### config.mk
export PLATFORM = sky130hd
export DESIGN_NAME = mips_cpu_mem_arbiter_flat
export DESIGN_NICKNAME = d
export VERILOG_FILES = /design/src/rtl/mips_cpu_pkg.sv /design/src/rtl/mips_cpu_mem_arbiter_if.sv /design/src/rtl/mips_cpu_rr_pick.sv /design/src/rtl/mips_cpu_mem_arbiter.sv /design/src/flat_wrapper.sv
export SDC_FILE = /design/constraint.sdc
export NUM_CORES = 1
export LEC_CHECK = 0
export ABC_AREA = 1
export ABC_CLOCK_PERIOD_IN_PS = 2700
export BUFFER_PORTS_ARGS = -buffer_cell sky130_fd_sc_hd__buf_2
export CORE_UTILIZATION = 49
export DETAILED_ROUTE_END_ITERATION = 7
export GPL_ROUTABILITY_DRIVEN = 1
export PLACE_DENSITY = 0.84
export SETUP_SLACK_MARGIN = 0.1
export SLEW_MARGIN = 20
export SYNTH_ARGS = -nofsm -noshare
export SYNTH_HDL_FRONTEND = slang
export SYNTH_SLANG_ARGS = --single-unit
### constraint.sdc
create_clock -name clk -period 2.7 [get_ports clk]
set_clock_uncertainty 0.05 [all_clocks]
set_input_delay 0.405 -clock clk [delete_from_list [all_inputs] [get_ports clk]]
set_output_delay 0.405 -clock clk [all_outputs]
set_load 0.01 [all_outputs]
### src/rtl/mips_cpu_pkg.sv
// Shared types and constants for the CPU memory arbiter.
// Two-port bus sharing between instruction fetch and data access.
package mips_cpu_pkg;

  typedef enum logic [1:0] {
    IDLE,
    BUS_I,
    BUS_D
  } arb_state_t;

  localparam int ARB_FIXED_DATA  = 0;
  localparam int ARB_ROUND_ROBIN = 1;

endpackage

### src/rtl/mips_cpu_mem_arbiter_if.sv
// Requester and bus signal bundle for the memory arbiter.
// slave = arbiter view, master = requester/bus-model view.
interface mips_cpu_mem_arbiter_if #(
  parameter int ADDR_W = 32,
  parameter int DATA_W = 32
);
  localparam int BE_W = DATA_W / 8;

  logic              if_req;
  logic [ADDR_W-1:0] if_addr;
  logic              if_ready;
  logic [DATA_W-1:0] if_rdata;

  logic              d_read;
  logic              d_write;
  logic [ADDR_W-1:0] d_addr;
  logic [DATA_W-1:0] d_wdata;
  logic [BE_W-1:0]   d_byteenable;
  logic              d_ready;
  logic [DATA_W-1:0] d_rdata;

  logic [ADDR_W-1:0] bus_address;
  logic              bus_read;
  logic              bus_write;
  logic [DATA_W-1:0] bus_writedata;
  logic [BE_W-1:0]   bus_byteenable;
  logic              bus_waitrequest;
  logic [DATA_W-1:0] bus_readdata;

  logic              grant_d;

  modport slave (
    input  if_req, if_addr,
    input  d_read, d_write, d_addr,
    input  d_wdata, d_byteenable,
    input  bus_waitrequest, bus_readdata,
    output if_ready, if_rdata,
    output d_ready, d_rdata,
    output bus_address, bus_read, bus_write,
    output bus_writedata, bus_byteenable,
    output grant_d
  );

  modport master (
    output if_req, if_addr,
    output d_read, d_write, d_addr,
    output d_wdata, d_byteenable,
    output bus_waitrequest, bus_readdata,
    input  if_ready, if_rdata,
    input  d_ready, d_rdata,
    input  bus_address, bus_read, bus_write,
    input  bus_writedata, bus_byteenable,
    input  grant_d
  );

endinterface

### src/rtl/mips_cpu_rr_pick.sv
// Two-way request picker: fixed data priority or alternate on tie.
// Purely combinational so other bus masters can share it.
module mips_cpu_rr_pick (
  input  logic req_i,
  input  logic req_d,
  input  logic last_d,
  input  logic mode,
  output logic grant_i,
  output logic grant_d
);

  // On a tie in round-robin mode, data loses only if it went last.
  assign grant_d = req_d & (~req_i | ~mode | ~last_d);
  assign grant_i = req_i & ~grant_d;

endmodule

### src/rtl/mips_cpu_mem_arbiter.sv
// Serialises fetch and load/store onto one Avalon-style bus.
// Registered bus outputs, registered read data, one-cycle ready pulses.
module mips_cpu_mem_arbiter
  import mips_cpu_pkg::*;
#(
  parameter int ARB_MODE = ARB_FIXED_DATA,
  parameter int ADDR_W   = 32,
  parameter int DATA_W   = 32
) (
  input logic                  clk,
  input logic                  reset,
  mips_cpu_mem_arbiter_if.slave arb
);

  localparam int BE_W = DATA_W / 8;

  arb_state_t        state_q;
  logic              last_d_q;
  logic [ADDR_W-1:0] addr_q;
  logic              rd_q;
  logic              wr_q;
  logic [DATA_W-1:0] wdata_q;
  logic [BE_W-1:0]   be_q;
  logic              if_ready_q;
  logic              d_ready_q;
  logic [DATA_W-1:0] if_rdata_q;
  logic [DATA_W-1:0] d_rdata_q;
  logic              grant_d_q;

  logic req_i;
  logic req_d;
  logic gnt_i;
  logic gnt_d;

  // A port whose ready is pulsing still shows its old request.
  assign req_i = arb.if_req & ~if_ready_q;
  assign req_d = (arb.d_read | arb.d_write) & ~d_ready_q;

  mips_cpu_rr_pick u_pick (
    .req_i   (req_i),
    .req_d   (req_d),
    .last_d  (last_d_q),
    .mode    (ARB_MODE == ARB_ROUND_ROBIN),
    .grant_i (gnt_i),
    .grant_d (gnt_d)
  );

  always_ff @(posedge clk) begin
    if (reset) begin
      state_q    <= IDLE;
      last_d_q   <= 1'b1;
      addr_q     <= '0;
      rd_q       <= 1'b0;
      wr_q       <= 1'b0;
      wdata_q    <= '0;
      be_q       <= '0;
      if_ready_q <= 1'b0;
      d_ready_q  <= 1'b0;
      if_rdata_q <= '0;
      d_rdata_q  <= '0;
      grant_d_q  <= 1'b0;
    end else begin
      if_ready_q <= 1'b0;
      d_ready_q  <= 1'b0;
      unique case (state_q)
        IDLE: begin
          if (gnt_i) begin
            state_q   <= BUS_I;
            last_d_q  <= 1'b0;
            grant_d_q <= 1'b0;
            addr_q    <= arb.if_addr;
            rd_q      <= 1'b1;
            wr_q      <= 1'b0;
            wdata_q   <= '0;
            be_q      <= '1;
          end else if (gnt_d) begin
            state_q   <= BUS_D;
            last_d_q  <= 1'b1;
            grant_d_q <= 1'b1;
            addr_q    <= arb.d_addr;
            rd_q      <= arb.d_read & ~arb.d_write;
            wr_q      <= arb.d_write;
            wdata_q   <= arb.d_wdata;
            be_q      <= arb.d_byteenable;
          end
        end
        BUS_I, BUS_D: begin
          if (!arb.bus_waitrequest) begin
            if (state_q == BUS_I) begin
              if_rdata_q <= arb.bus_readdata;
              if_ready_q <= 1'b1;
            end else begin
              if (rd_q) d_rdata_q <= arb.bus_readdata;
              d_ready_q <= 1'b1;
            end
            rd_q    <= 1'b0;
            wr_q    <= 1'b0;
            state_q <= IDLE;
          end
        end
        default: state_q <= IDLE;
      endcase
    end
  end

  always_ff @(posedge clk) begin
    if (!reset) begin
      assert (!(arb.d_read && arb.d_write))
        else $error("d_read and d_write both high");
    end
  end

  assign arb.bus_address    = addr_q;
  assign arb.bus_read       = rd_q;
  assign arb.bus_write      = wr_q;
  assign arb.bus_writedata  = wdata_q;
  assign arb.bus_byteenable = be_q;
  assign arb.if_ready       = if_ready_q;
  assign arb.if_rdata       = if_rdata_q;
  assign arb.d_ready        = d_ready_q;
  assign arb.d_rdata        = d_rdata_q;
  assign arb.grant_d        = grant_d_q;

endmodule

### src/flat_wrapper.sv
// flat-port wrapper written by rule: the top's interface ports become plain ports
module mips_cpu_mem_arbiter_flat import mips_cpu_pkg::*;
#(
  parameter int ARB_MODE = ARB_FIXED_DATA,
  parameter int ADDR_W   = 32,
  parameter int DATA_W   = 32
)
  (clk, reset, arb_if_req, arb_if_addr, arb_d_read, arb_d_write, arb_d_addr, arb_d_wdata, arb_d_byteenable, arb_bus_waitrequest, arb_bus_readdata, arb_if_ready, arb_if_rdata, arb_d_ready, arb_d_rdata, arb_bus_address, arb_bus_read, arb_bus_write, arb_bus_writedata, arb_bus_byteenable, arb_grant_d);
  mips_cpu_mem_arbiter_if #(.ADDR_W(ADDR_W), .DATA_W(DATA_W)) arb_i ();
  input logic clk;
  input logic reset;
  input wire logic [$bits(arb_i.if_req)-1:0] arb_if_req;
  input wire logic [$bits(arb_i.if_addr)-1:0] arb_if_addr;
  input wire logic [$bits(arb_i.d_read)-1:0] arb_d_read;
  input wire logic [$bits(arb_i.d_write)-1:0] arb_d_write;
  input wire logic [$bits(arb_i.d_addr)-1:0] arb_d_addr;
  input wire logic [$bits(arb_i.d_wdata)-1:0] arb_d_wdata;
  input wire logic [$bits(arb_i.d_byteenable)-1:0] arb_d_byteenable;
  input wire logic [$bits(arb_i.bus_waitrequest)-1:0] arb_bus_waitrequest;
  input wire logic [$bits(arb_i.bus_readdata)-1:0] arb_bus_readdata;
  output wire logic [$bits(arb_i.if_ready)-1:0] arb_if_ready;
  output wire logic [$bits(arb_i.if_rdata)-1:0] arb_if_rdata;
  output wire logic [$bits(arb_i.d_ready)-1:0] arb_d_ready;
  output wire logic [$bits(arb_i.d_rdata)-1:0] arb_d_rdata;
  output wire logic [$bits(arb_i.bus_address)-1:0] arb_bus_address;
  output wire logic [$bits(arb_i.bus_read)-1:0] arb_bus_read;
  output wire logic [$bits(arb_i.bus_write)-1:0] arb_bus_write;
  output wire logic [$bits(arb_i.bus_writedata)-1:0] arb_bus_writedata;
  output wire logic [$bits(arb_i.bus_byteenable)-1:0] arb_bus_byteenable;
  output wire logic [$bits(arb_i.grant_d)-1:0] arb_grant_d;
  assign arb_i.if_req = arb_if_req;
  assign arb_i.if_addr = arb_if_addr;
  assign arb_i.d_read = arb_d_read;
  assign arb_i.d_write = arb_d_write;
  assign arb_i.d_addr = arb_d_addr;
  assign arb_i.d_wdata = arb_d_wdata;
  assign arb_i.d_byteenable = arb_d_byteenable;
  assign arb_i.bus_waitrequest = arb_bus_waitrequest;
  assign arb_i.bus_readdata = arb_bus_readdata;
  assign arb_if_ready = arb_i.if_ready;
  assign arb_if_rdata = arb_i.if_rdata;
  assign arb_d_ready = arb_i.d_ready;
  assign arb_d_rdata = arb_i.d_rdata;
  assign arb_bus_address = arb_i.bus_address;
  assign arb_bus_read = arb_i.bus_read;
  assign arb_bus_write = arb_i.bus_write;
  assign arb_bus_writedata = arb_i.bus_writedata;
  assign arb_bus_byteenable = arb_i.bus_byteenable;
  assign arb_grant_d = arb_i.grant_d;
  mips_cpu_mem_arbiter #(.ARB_MODE(ARB_MODE), .ADDR_W(ADDR_W), .DATA_W(DATA_W)) u_core (.clk(clk), .reset(reset), .arb(arb_i));
endmodule
After elaboration in Yosys (flattened, before gate mapping)
Cells that the tools add are included.
- output and inout port bits: 137
- register bits: 139
- bits of input ports: 138
- muxes and demuxes: 21
- bitwise operators: 12
- eq/ne operators: 4
- reductions and logical operators: 10
- operators by type and width (kind ; count):
    32-bit two-way mux ; 4
    1-bit two-way mux ; 9
    4-bit two-way mux ; 2
    1-bit inverter ; 7
    2-bit two-way mux ; 3
    3-bit AND reduction ; 2
    1-bit AND ; 4
    1-bit one-hot mux with 2 select lines ; 2
    2-bit one-hot mux with 2 select lines ; 1
    2-bit AND reduction ; 2
    4-bit AND reduction ; 1
    2-bit nonzero test ; 2
    3-bit by 2-bit != test with 1-bit output (second input constant) ; 1
    3-bit OR reduction ; 1
    2-bit by 1-bit == test with 1-bit output (second input constant) ; 1
    2-bit == test (second input constant) ; 1
    2-bit logical NOT ; 1
    2-bit != test (second input constant) ; 1
    2-bit OR reduction ; 1
    1-bit OR ; 1

Depth between registers and ports, before layout
Gate-level depths: netlist of run 1.
- depth in word-level cells: 6
- mapped depth: 9
- depth with buffers taken out: 8

Modules after synthesis
A second synthesis of run 1 with hierarchy kept.
- cell total of the unflattened synthesis: 751
- area, all modules: 5527.8 um2
- by module, submodules not included (module ; cells each ; area each (um2) ; instances):
    mips_cpu_mem_arbiter ; 746 ; 5497.8 ; 1
    mips_cpu_rr_pick ; 5 ; 30.0 ; 1

Least setup slack after synthesis of run 1
Ideal clock, no wire load.
- path type: reg2reg
- start: register u_core.state_q[0]
- end: register u_core.d_rdata_q[10], in the netlist u_core.arb.d_rdata[10]
- path buffers: 1
- setup time: 0.064 ns
- arrival: 1.361 ns
- cell stages (with the launch flop): 8
- period minus slack after synthesis: 1.476 ns
- path slack: 1.224 ns
- cell sequence: dfxtp_1 -> inv_1 -> ha_1 -> nand4_1 -> inv_1 -> buf_2 -> nor2_1 -> nor2_1
- word-level cells in the longest chain between the ends: 3
- elaborated cells on any way between the ends: 5
- ends and longest elaborated chain (element ; RTL line ; source):
    start: declaration ; mips_cpu_mem_arbiter.sv:17 ; arb_state_t state_q;
    start signal: assignment ; mips_cpu_mem_arbiter.sv:50 ; state_q <= IDLE;
    start signal: assignment ; mips_cpu_mem_arbiter.sv:68 ; state_q <= BUS_I;
    start signal: assignment ; mips_cpu_mem_arbiter.sv:77 ; state_q <= BUS_D;
    2-bit == test / 2-bit by 1-bit == test with 1-bit output (equally long branches) ; mips_cpu_mem_arbiter.sv:65, mips_cpu_mem_arbiter.sv:89 ;
    2-bit OR reduction / 1-bit inverter (equally long branches) ; n/a ;
    4-bit AND reduction (no source line) * ; n/a ;
    end signal: assignment ; mips_cpu_mem_arbiter.sv:93 ; if (rd_q) d_rdata_q <= arb.bus_readdata;
    end: declaration ; mips_cpu_mem_arbiter.sv:27 ; logic [DATA_W-1:0] d_rdata_q;
Every way passes the cells marked *; elsewhere a longest branch is shown, timed or not.
A chain may end at the register's enable or synchronous reset.

Worst setup path in the final report of run 1
- start: register u_core.state_q[0]
- end: register u_core.d_rdata_q[25], in the netlist u_core.arb.d_rdata[25]
Same word-level chain as after synthesis.

==> flow_metrics.py, run 1 <==
metrics = {
    "status": {
        "status": "finished, final reports clean",
    },
    "grt": {
        "grt_max_degree": 92,
        "grt.total_usage": 0.263,
        "grt-ovfl-total": 0,
        "grt_pass1_vias": 5171,
        "grt_pass1_wl_mm": 23.7,
        "antenna_found_initial": 0,
    },
    "power_and_ir_drop": {
        "power_density_nw_per_um2": 752,
        "power_leakage_nw": 4.01,
        "vdd_ir_drop_max_v": 0.000530,
    },
    "synthesis": {
        "syn_area_per_cell_sq_um": 7.17,
        "yosysSeqAreaShare": 0.502,
        "synth_nets": 914,
        "syn-instance-count": 773,
        "ys_types": 20,
        "yosysWarnings": 0,
        "syn_area_sq_um": 5540,
        "synth-seq-cells": 139,
    },
    "critical_path": {
        "required_ns": 2.95,
        "reg2reg_slack_ns": 0.45,
        "cp_common_cell": "nor2_1",
        "cp_cell_sequence": "inv_1 > ha_1 > nand4_1 > clkinv_1 > nor2_1 > nor2_1",
        "reg2reg_from": "u_core.state_q[0]",
        "worst-path-max-fanout": 32,
        "cp.arrival_ns": 2.50,
        "start_kind": "flop",
        "reg2regPathDepth": 6,
        "slowest_delay_ns": 0.72,
        "critPathTopFamily": "buffers and inverters",
        "critical_path.endpoint_type": "flop",
        "timing.rr.end": "u_core.arb.d_rdata[25]",
        "critPathSlowestCell": "clkinv_1",
        "crit_type": "reg -> reg",
        "critPathBufInv": 2,
    },
    "floorplanning": {
        "ios": 275,
        "die-area_sq_um": 11700,
        "core_area_sq_um": 10900,
        "die_h_microns": 108,
        "row_count": 38,
        "initial_core_util": 0.507,
        "die_w_microns": 108,
    },
    "timing": {
        "rsz0062_at_grt": "false",
        "finalSetupTns_ns": 0,
        "fin_crit_sh": 0.832,
        "max_freq_ghz": 0.445,
        "timing.final.max_slew_violations": 0,
        "tightest_slew_ns": 0.988,
        "postLayoutSetupSlackWorst_ns": 0.455,
        "timing.hold.ws_ns": 0.171,
        "layout_min_cycle_time_ns": 2.25,
        "hold_violations": 0,
        "relSlewSlack": 0.341,
        "setup_viol": 0,
    },
    "finish": {
        "area.growth.synth_to_final_pct": 35.6,
        "fill_cells": 951,
        "drive_gt1_frac": 0.310,
        "instances_no_fill": 1173,
        "n_antenna_cell": 0,
        "post-route-util": 0.687,
        "nNetsFinal": 1161,
    },
    "route": {
        "avgViaCountPerCell": 4.89,
        "routed_wl_mm": 15.3,
        "num_vias": 5731,
        "detail_route.wl_per_cell_microns": 13.1,
        "first_iter_violations": 488,
        "drc": 0,
        "ant_nets": 0,
        "dr.pass1.iters": 5,
    },
    "flow_run": {
        "maxCapViolations": 0,
    },
    "place": {
        "gp_congestion": 0.842,
        "dp_hpwl_mm": 10.6,
        "port_buffers": 274,
        "dp_slack_ns": 0.604,
        "dp.cells": 1141,
    },
    "clock_tree": {
        "numCtsBuffers": 17,
        "hold_buffers": 0,
        "clockRootBuffer": "clkbuf_16",
        "cts_tree": "built",
        "clk-insertion-delay-late_ns": 0.42,
        "cts_sinks": 139,
        "cts_resized": 0,
        "cts_max_level": 4,
        "cts_setup_buffers": 0,
        "cts_max_path_buffers": 2,
        "path_clk_slew_ns": 0.06,
    },
    "hold_path": {
        "hold_depth": 3,
        "hold_start": "arb_bus_readdata[17]",
        "min_to": "u_core.arb.if_rdata[17]",
        "hp-class": "in -> reg",
    },
}
-- tightest hold or removal path: stages --
cell and delay [ns]:
buf_2 0.08, nor2_1 0.04, nor2_1 0.08
-- cell usage in the layout (no fill, tap or decap), drive strengths merged --
cell	Yosys	final
clkinv	0	6
inv	48	47
buf	28	283
nor2	240	240
nand3	3	3
bufinv	0	3
a21oi	36	36
or2	1	1
ha	3	3
o31ai	4	4
dfxtp	139	139
clkbuf	27	22
o21ai	97	97
nand4	35	35
clkinvlp	0	2
nand2	112	112
-- cell families (layout without fill, tap and decap cells) --
group / Yosys count / after routing / share of synthesized area
AO/OA/AOI/OAI: 137 / 137 / 0.128
adder cells (fa/ha/maj): 3 / 3 / 0.00678
buffers and inverters: 103 / 363 / 0.0809
flip-flops: 139 / 139 / 0.502
AND/OR/NAND/NOR: 391 / 391 / 0.282
-- worst max path at each step --
stage                                       endpoint               from  slack (ns)  cells past startpoint
final                         u_core.arb.d_rdata[25]  u_core.state_q[0]        0.45                      6
after global routing          u_core.arb.d_rdata[25]  u_core.state_q[0]        0.11                      6
after CTS                     u_core.arb.d_rdata[25]  u_core.state_q[0]        0.59                      6
after detailed placement      u_core.arb.d_rdata[25]  u_core.state_q[0]        0.60                      6
after global placement    u_core.arb.bus_address[27]        arb_d_write        0.72                      8
after floorplan               u_core.arb.d_rdata[10]  u_core.state_q[0]        1.22                      7
-- cell type report --
cell class,count,area [sq um],share of cell area
well taps,140,175,0.0233
clock buffers,22,464,0.0618
flip-flops and latches,139,2780,0.371
inverters,48,180,0.0240
multi-input cells,531,2310,0.308
repair buffers,283,1450,0.193
clock inverters,10,141,0.0188
-- where the power goes --
part	switching [mW]	internal [mW]	leakage [nW]
clock	0.855	1.50	0.290
combinational	0.591	0.373	2.58
sequential	0.0889	2.24	1.14
total	1.53	4.11	4.01
-- state kept, by name, summed over array words and instances, names as in the netlist --
signal and cells:
u_core.arb.bus_address 32, u_core.arb.bus_writedata 32, u_core.arb.grant_d 1, u_core.arb.bus_write 1, u_core.arb.bus_read 1, u_core.arb.d_ready 1, u_core.arb.bus_byteenable 4, u_core.arb.if_ready 1
u_core.arb.d_rdata 32, u_core.arb.if_rdata 32, u_core.state_q 2
-- through the flow --
step	cell area, sq um	power (mW)
global placement	6900	3.31
CTS	7510	5.68
detailed placement	6900	3.33
floorplan	5540	2.95
finish	7510	5.65
global route	7510	5.90
-- cell usage after synthesis, drive strengths merged --
library cell | instances | area share
o21ai | 97 | 0.090
inv | 48 | 0.033
nand3 | 3 | 0.0027
nand4 | 35 | 0.040
nor2 | 240 | 0.16
a21oi | 36 | 0.033
or2 | 1 | 0.0011
nand2 | 112 | 0.076
o31ai | 4 | 0.0054
ha | 3 | 0.0068
buf | 28 | 0.030
clkbuf | 27 | 0.018
dfxtp | 139 | 0.50
-- per-layer routing --
metal / track usage / part of all wire / vias up / wire [microns]
li1: - / - / 2954 / -
met5: 0 / 0 / - / 0
met3: 0.0946 / 0.091 / 30 / 1400
met2: 0.449 / 0.48 / 233 / 7330
met4: 0.132 / 0.027 / 0 / 408
met1: 0.288 / 0.40 / 2514 / 6180
No activity file was read; power rests on OpenSTA's default activity.
==> run 2, diff against run 1 <==
--- a/config.mk
+++ b/config.mk
@@ -6,12 +6,12 @@
 export NUM_CORES = 1
 export LEC_CHECK = 0
 export ABC_AREA = 1
-export ABC_CLOCK_PERIOD_IN_PS = 2700
+export ABC_CLOCK_PERIOD_IN_PS = 1930
 export BUFFER_PORTS_ARGS = -buffer_cell sky130_fd_sc_hd__buf_2
-export CORE_UTILIZATION = 49
+export CORE_UTILIZATION = 41
 export DETAILED_ROUTE_END_ITERATION = 7
 export GPL_ROUTABILITY_DRIVEN = 1
-export PLACE_DENSITY = 0.84
+export PLACE_DENSITY = 0.75
 export SETUP_SLACK_MARGIN = 0.1
 export SLEW_MARGIN = 20
 export SYNTH_ARGS = -nofsm -noshare
==> constraint.sdc (replaced) <==
create_clock -name clk -period 1.93 [get_ports clk]
set_clock_uncertainty 0.05 [all_clocks]
set_input_delay 0.2895 -clock clk [delete_from_list [all_inputs] [get_ports clk]]
set_output_delay 0.2895 -clock clk [all_outputs]
set_load 0.01 [all_outputs]
==> run 2 against run 1 <==
- via count rose by 0.47%
- worst hold slack got worse by 0.11 ns
- clock power rose by 36%
- maximum frequency rose by 33%
- count of clock-buffer cells in the layout fell by 3
- sequential cell count did not move
- register-to-register slack got worse by 0.21 ns
- die area rose by 19%
- sequential share of layout area fell by 0.55 points
- power rose by 39%
==> flow_metrics.py, run 2 (synthesis results as in run 1) <==
metrics = {
    "timing": {
        "max_freq_ghz": 0.593,
        "relSlewSlack": 0.596,
        "layout_min_cycle_time_ns": 1.69,
        "setup_viol": 0,
        "tightest_slew_ns": 0.606,
        "fin_crit_sh": 0.873,
        "finalSetupTns_ns": 0,
        "timing.final.max_slew_violations": 0,
        "hold_violations": 0,
        "rsz0062_at_grt": "false",
        "postLayoutSetupSlackWorst_ns": 0.244,
    },
    "route": {
        "first_iter_violations": 292,
        "detail_route.wl_per_cell_microns": 12.7,
        "drc": 0,
        "ant_nets": 0,
        "num_vias": 5758,
        "dr.pass1.iters": 5,
        "routed_wl_mm": 15.4,
        "avgViaCountPerCell": 4.74,
    },
    "critical_path": {
        "crit_type": "reg -> reg",
        "cp.arrival_ns": 1.94,
        "reg2reg_slack_ns": 0.24,
        "worst-path-max-fanout": 33,
        "start_kind": "flop",
        "critical_path.endpoint_type": "flop",
        "required_ns": 2.18,
    },
    "place": {
        "gp_congestion": 0.788,
        "dp_slack_ns": 0.259,
        "dp.cells": 1184,
        "port_buffers": 274,
        "dp_hpwl_mm": 10.7,
    },
    "flow_run": {
        "maxCapViolations": 0,
    },
    "floorplanning": {
        "row_count": 42,
        "ios": 275,
        "die-area_sq_um": 14000,
        "initial_core_util": 0.420,
        "die_w_microns": 118,
        "core_area_sq_um": 13200,
        "die_h_microns": 118,
    },
    "hold_path": {
        "hp-class": "in -> reg",
    },
    "finish": {
        "layout_commonest_cell": "buf_2",
        "final_cell_mix": "buf_2, nor2_1, dfxtp_1, nand2_1, o21ai_0",
        "nNetsFinal": 1168,
        "instances_no_fill": 1215,
        "drive_gt1_frac": 0.315,
        "area.growth.synth_to_final_pct": 37.6,
        "n_antenna_cell": 0,
    },
    "clock_tree": {
        "cts_resized": 0,
        "clk-insertion-delay-late_ns": 0.40,
        "cts_sinks": 139,
        "cts_max_level": 4,
        "cts_max_path_buffers": 2,
        "numCtsBuffers": 17,
        "cts_setup_buffers": 0,
        "hold_buffers": 0,
        "clockRootBuffer": "clkbuf_16",
        "cts_tree": "built",
        "path_clk_slew_ns": 0.06,
    },
    "power_and_ir_drop": {
        "vdd_ir_drop_max_v": 0.000561,
        "p_switching_mw": 2.14,
        "power.clock.fraction": 0.408,
        "p_comb_frac": 0.178,
        "power_leakage_nw": 4.07,
        "seqPwrFrac": 0.414,
        "swShare": 0.273,
        "power_density_nw_per_um2": 1030,
        "p_int_mw": 5.71,
    },
    "grt": {
        "gr-usage-met1": 0.268,
        "grt_max_degree": 98,
        "use_met2": 0.374,
        "use_met3": 0.0724,
        "top_usage_layer": "met2",
        "grt_pass1_wl_mm": 25.5,
        "grt_pass1_vias": 5290,
        "antenna_found_initial": 0,
        "grt-ovfl-total": 0,
        "grt.total_usage": 0.226,
    },
    "status": {
        "status": "finished, final reports clean",
    },
}
## run 2: changes by cell type in the layout (fill, tap and decap cells not counted)
cell        previous run  this run
buf_4                  8        12
buf_12                 1         4
clkinv_2               2         5
clkbuf_8               2         0
clkinvlp_4             2         0
clkbuf_1               3         2
clkinv_1               1         0
clkinv_4               3         4
inv_1                 44        45
## run 2: area by class of cell
cell class,instances,area (sq um)
inverter,48,180
timing repair buffer,290,1540
clock buffer,19,433
multi-input combinational,531,2310
tap,176,220
fill,1305,5570
sequential,139,2780
clock inverter,12,150
## run 2: path summary, 6_finish.rpt
| kind | start | end | depth (start not counted) |
|---|---|---|---|
| worst max-delay path | u_core.state_q[0] | u_core.arb.d_rdata[12] | 8 |
| worst min-delay path | arb_bus_readdata[24] | u_core.arb.if_rdata[24] | 3 |
| worst max register to register | u_core.state_q[0] | u_core.arb.d_rdata[12] | 8 |
| worst min register to register | u_core.arb.bus_writedata[12] | u_core.arb.bus_writedata[12] | 2 |
## run 2: critical path, cell delays in order (launching register included)
cell	delay [ns]
dfxtp_1	0.38
inv_1	0.06
ha_1	0.30
nand4_1	0.15
buf_12	0.19
inv_1	0.08
buf_4	0.19
nor2_1	0.11
nor2_1	0.05
## run 2: power by group through the flow
stage	Combinational [mW]	Clock [mW]	Sequential, mW
floorplan	0.706	0	3.42
global route	1.57	3.44	3.27
detailed placement	1.41	0	3.30
finish	1.40	3.20	3.25
CTS	1.41	3.28	3.25
global placement	1.40	0	3.30
## run 2: layer usage
metal	vias to the layer above	routed length, microns
met4	0	308
met2	207	7310
met3	26	1200
li1	2971	-
met5	-	0
met1	2554	6620
## run 2: through the flow
step,hold slack [ns],power (mW),utilization,cell area [sq um]
final,0.0637,7.85,0.578,7620
after global routing,0.0597,8.28,0.578,7620
after CTS,0.0459,7.93,0.578,7620
after detailed placement,0.400,4.71,0.534,7040
after global placement,0.397,4.69,0.534,7040
after floorplan,0.374,4.13,-,5540
